[src/rtl/uart_tx_arbiter_pkg.sv]
// Shared definitions for the UART transmit arbiter: FSM states, owner
// encodings and the default capture burst length.
package uart_tx_arbiter_pkg;

  localparam int MAX_BURST_DEFAULT = 16;

  localparam logic [1:0] OWNER_IDLE = 2'b00;
  localparam logic [1:0] OWNER_CPU  = 2'b01;
  localparam logic [1:0] OWNER_CAP  = 2'b10;

  // State codes double as the owner readback value.
  typedef enum logic [1:0] {
    ST_IDLE = OWNER_IDLE,
    ST_CPU  = OWNER_CPU,
    ST_CAP  = OWNER_CAP
  } state_t;

endpackage

[src/rtl/uart_tx_hold_reg.sv]
// One-entry holding register for processor bytes with a sticky overrun flag.
// A write landing in the same cycle as a drain is accepted, not dropped.
module uart_tx_hold_reg
  import uart_tx_arbiter_pkg::*;
(
  input  logic       clk,
  input  logic       reset,
  input  logic       cpu_write,
  input  logic [7:0] cpu_data,
  input  logic       drain,
  input  logic       clr_overrun,
  output logic       pending,
  output logic [7:0] data,
  output logic       overrun
);

  logic load;
  logic drop;

  assign load = cpu_write && (!pending || drain);
  assign drop = cpu_write && pending && !drain;

  // Byte slot: load on a free or draining slot, otherwise empty on drain.
  always_ff @(posedge clk) begin
    if (reset) begin
      pending <= 1'b0;
      data    <= 8'h00;
    end else if (load) begin
      pending <= 1'b1;
      data    <= cpu_data;
    end else if (drain) begin
      pending <= 1'b0;
    end
  end

  // Sticky overrun: a fresh drop beats a simultaneous clear.
  always_ff @(posedge clk) begin
    if (reset)            overrun <= 1'b0;
    else if (drop)        overrun <= 1'b1;
    else if (clr_overrun) overrun <= 1'b0;
  end

endmodule

[src/rtl/uart_tx_arbiter.sv]
// Arbitrates the UART transmit buffer between single processor bytes and
// capture-dump bursts. Round-robin on ties, at most one write every two
// cycles so the buffer full flag always has time to react.
module uart_tx_arbiter
  import uart_tx_arbiter_pkg::*;
#(
  parameter int MAX_BURST = MAX_BURST_DEFAULT
) (
  input  logic       clk,
  input  logic       reset,
  input  logic       cpu_write,
  input  logic [7:0] cpu_data,
  input  logic       cap_valid,
  input  logic [7:0] cap_data,
  input  logic       cap_last,
  output logic       cap_ready,
  output logic [7:0] utx_data,
  output logic       utx_write,
  input  logic       utx_full,
  input  logic       utx_half_full,
  output logic [1:0] owner,
  output logic       cpu_pending,
  output logic       cpu_overrun,
  input  logic       clr_overrun
);

  localparam logic [7:0] BURST_MAX = 8'(MAX_BURST);

  state_t     state;
  logic       last_cap;     // 1 when the most recent grant went to capture
  logic [7:0] burst_cnt;
  logic [7:0] hold_data;
  logic       write_ok;
  logic       cap_accept;
  logic       drain;

  // Half-full is status for the hub only; arbitration ignores it.
  logic unused_half_full;
  assign unused_half_full = utx_half_full;

  assign write_ok   = !utx_full && !utx_write;
  assign cap_ready  = (state == ST_CAP) && write_ok && !reset;
  assign cap_accept = cap_valid && cap_ready;
  assign drain      = (state == ST_CPU) && write_ok;
  assign owner      = state;

  uart_tx_hold_reg u_hold (
    .clk        (clk),
    .reset      (reset),
    .cpu_write  (cpu_write),
    .cpu_data   (cpu_data),
    .drain      (drain),
    .clr_overrun(clr_overrun),
    .pending    (cpu_pending),
    .data       (hold_data),
    .overrun    (cpu_overrun)
  );

  // Grant FSM with registered UART write strobe and byte.
  always_ff @(posedge clk) begin
    if (reset) begin
      state     <= ST_IDLE;
      last_cap  <= 1'b1;
      utx_write <= 1'b0;
      utx_data  <= 8'h00;
      burst_cnt <= 8'h00;
    end else begin
      utx_write <= 1'b0;
      case (state)
        ST_IDLE: begin
          if (cpu_pending && (!cap_valid || last_cap)) begin
            state    <= ST_CPU;
            last_cap <= 1'b0;
          end else if (cap_valid) begin
            state     <= ST_CAP;
            last_cap  <= 1'b1;
            burst_cnt <= 8'h00;
          end
        end
        ST_CPU: begin
          if (write_ok) begin
            utx_data  <= hold_data;
            utx_write <= 1'b1;
            state     <= ST_IDLE;
          end
        end
        ST_CAP: begin
          if (cap_accept) begin
            utx_data  <= cap_data;
            utx_write <= 1'b1;
            burst_cnt <= burst_cnt + 8'd1;
            if (cap_last || (burst_cnt + 8'd1) == BURST_MAX)
              state <= ST_IDLE;
          end
        end
        default: state <= ST_IDLE;
      endcase
    end
  end

endmodule

[config.mk]
export PLATFORM = sky130hd
export DESIGN_NAME = uart_tx_arbiter
export DESIGN_NICKNAME = d
export VERILOG_FILES = /design/src/rtl/uart_tx_arbiter_pkg.sv /design/src/rtl/uart_tx_hold_reg.sv /design/src/rtl/uart_tx_arbiter.sv
export SDC_FILE = /design/constraint.sdc
export NUM_CORES = 1
export LEC_CHECK = 0
export ABC_AREA = 1
export CORE_MARGIN = 2
export CORE_UTILIZATION = 30
export CTS_CLUSTER_DIAMETER = 120
export CTS_CLUSTER_SIZE = 24
export DETAILED_ROUTE_END_ITERATION = 12
export GPL_ROUTABILITY_DRIVEN = 0
export MAX_ROUTING_LAYER = met4
export SLEW_MARGIN = 30
export SYNTH_ARGS = -nofsm -noshare
export SYNTH_HDL_FRONTEND = slang
export SYNTH_HIERARCHICAL = 1
export SYNTH_SLANG_ARGS = --single-unit
[constraint.sdc]
create_clock -name clk -period 1.8 [get_ports clk]
set_input_delay 0.27 -clock clk [delete_from_list [all_inputs] [get_ports clk]]
set_output_delay 0.27 -clock clk [all_outputs]
set_load 0.005 [all_outputs]
==> summary.md, run 1 <==
| Metric | Value |
|---|---|
| Status | completed |
| Number of global-route vias before repair | 1373 |
| Share of cells above drive strength 1 | 10.1% |
| Total gr overflow | 0 |
| Setup slack after layout | 0.144 ns |
| # Post-CTS Setup Buffers | 0 |
| Via density | 4.34 |
| Setup CP Type | reg -> out |
| Maximum clock rate | 0.604 GHz |
| P&R area growth vs syn | 34.9% |
| Max Clock Skew | 0.00516 ns |
| RSZ-0062 raised after global routing | no |
| Clk Latency, worst-skew pair | 0.29 ns |
| Syn_nets | 261 |
| First-pass GRT wire length | 6.19 mm |
| Commonest non-fill, non-tap cells in the layout | nand2_1, clkdlybuf4s50_1, inv_1 |
| Clk sinks | 30 |
| Total power | 2720 µW |
| Final Routed Wirelength | 3.64 mm |
| Cell Area, Synth | 1590 µm² |
| Initial antenna violation count | 0 |
| Max VDD drop | 0.384 mV |
| DR iter-0 viols | 65 |
| Die Width | 76.9 µm |
| Root Buffer | clkbuf_8 |
| H-tree levels | 2 |
| Lkg Pwr | 0.000956 µW |
| DPL Wire Length | 2.67 mm |
| Post-synthesis cell count | 233 |
| YS warnings | 6 |
| Routed len/inst | 10.5 µm |
| Power density over the cells | 1270 nW/µm² |
| Router iterations before antenna repair | 4 |
| Worst-path clk slew | 0.07 ns |
| TritonCTS Buffers | 5 |
| Period minus WS final | 1.66 ns |
| CP Launch Type | flip-flop |
| Yosys top cell area share | 37.7% |
| Via count | 1506 |
| Starting Density | 31.2% |
| Register area share after synthesis | 37.7% |
| Io pins | 38 |
| Post-CTS Hold Fix Bufs | 0 |
| Area of the multi-input gates | 807 µm² |
| Placed Area | 2050 µm² |
| ANT nets after route | 0 |
| Prevailing post-synth register cell | dfxtp_1 |
| Top cells by area, synth | dfxtp_1, nand2_1, a21oi_1, inv_1, nand3_1 |
| Pre-CTS WS | -0.0474 ns |
| Synth area leader | dfxtp_1 |
| Final period util | 92.0% |
| Bufs on Longest Clock Path | 2 |
| Max-slew violations | 0 |
| Rel. slew slack | 83.4% |
| Fillers | 559 |
| Nets | 304 |
| Post-Syn Area per Cell | 6.84 µm² |
| Hold crit path type | reg -> reg |
| Die Ht | 76.9 µm |
| Row cnt | 26 |
| Hold Vio Cnt, Final | 0 |
| Port bufs | 36 |
| Most common cell after layout, fill and taps aside | nand2_1 |
| Hold Slack | 0.443 ns |
| CORE AREA | 5110 µm² |
| CTS tree | yes |
| Setup TNS | 0 ns |
| Netlist cell types | 25 |
| Final Setup Violations | 0 |
| Largest net degree at the start of global routing | 19 |
| Full die area | 5910 µm² |
| DRC violations left | 0 |
| Slew @ Worst Pin | 0.248 ns |
| Post-synth EDFFs | 0 |
| WP data arrival | 1.39 ns |
| # diodes | 0 |
| CP max FO | 7 |
| Final Cell Area | 2150 µm² |
| Req. time, crit path | 1.53 ns |
| Async SR Flop Fraction | 0% |
| Seq. cell area | 603 µm² |
| CP Capture Type | output port |
| GRT Overall Usage | 13.6% |
| Yosys reg bits | 30 |
| Maxcap violations | 0 |
synthesized netlist by cell type, types with 2 or more instances:
library cell  number
ha_1               4
nand2_2            2
inv_1             33
o21ai_0           11
buf_6              4
nor2_1            19
dfxtp_1           30
nand2_4            2
o211a_1            2
nand2_1           64
clkbuf_1           3
nand3_1           19
a21oi_1           25
o21ai_1            2
o31ai_1            3
final cells by class:
type	count	share of cell area, %
clock inverter	2	0.582
inverter	35	6.17
tap	70	4.07
clock buffer	6	3.84
timing repair buffer	43	19.7
multi-input combinational	161	37.5
sequential	30	28.1
registers in the layout, summed over array words and instances, names as in the netlist:
| signal | flops |
|---|---|
| burst_cnt | 8 |
| owner | 2 |
| u_hold/overrun | 1 |
| last_cap | 1 |
| utx_data | 8 |
| u_hold/pending | 1 |
| u_hold/data | 8 |
| utx_write | 1 |
layer usage:
| metal | track usage [%] | routed length [µm] | up-vias |
|---|---|---|---|
| li1 | - | - | 827 |
| met1 | 17.8 | 1830 | 633 |
| met2 | 19.4 | 1590 | 41 |
| met3 | 3.65 | 166 | 5 |
| met4 | 6.00 | 53 | 0 |
| met5 | - | 0 | - |
report_power, final:
part / internal, µW / switching [µW] / total, µW
Combinational: 539 / 650 / 1190
Clock: 307 / 270 / 577
Sequential: 837 / 118 / 955
critical path, stage by stage (launching register included):
cell and delay (ns):
dfxtp_1 0.31, inv_1 0.07, ha_2 0.18, inv_2 0.08, nor3_4 0.19, dlygate4sd2_1 0.26
final timing paths:
path                  endpoint  slack (ns)  depth (start not counted)        start
hold / removal     utx_data[2]        0.44                          2  utx_data[2]
setup / recovery     cap_ready        0.14                          5     owner[0]
hold reg to reg    utx_data[2]        0.44                          2  utx_data[2]
setup reg to reg  burst_cnt[1]        0.22                         10     owner[0]
cells by family (layout without fill, tap and decap cells):
family / Yosys count / count (layout) / synth area share, %
AND/OR/NAND/NOR: 111 / 111 / 31.3
adder cells (fa/ha/maj): 4 / 4 / 3.14
flip-flops: 30 / 30 / 37.7
AO/OA/AOI/OAI: 45 / 45 / 15.5
buffers and inverters: 42 / 86 / 11.9
XOR/XNOR: 1 / 1 / 0.550
repair_timing:
item                                    4_1_cts  5_1_grt
resized for setup                             3        2
gates cloned                                  0        0
endpoints found under the setup margin        1        2
per-stage QoR:
step	cells	util [%]
floorplan	233	-
detailed placement	339	40.2
global route	347	42.1
global placement	339	40.2
CTS	347	42.1
finish	347	42.1
Note: power is estimated with default switching activity, not from simulation.
==> inputs of run 2 (changes only) <==
--- a/config.mk
+++ b/config.mk
@@ -6,6 +6,8 @@
 export NUM_CORES = 1
 export LEC_CHECK = 0
 export ABC_AREA = 1
+export ABC_CLOCK_PERIOD_IN_PS = 1800
+export CAP_MARGIN = 20
 export CORE_MARGIN = 2
 export CORE_UTILIZATION = 30
 export CTS_CLUSTER_DIAMETER = 120
==> results of run 2 <==
Final layout, timing and power as in run 1 (identical DEF).
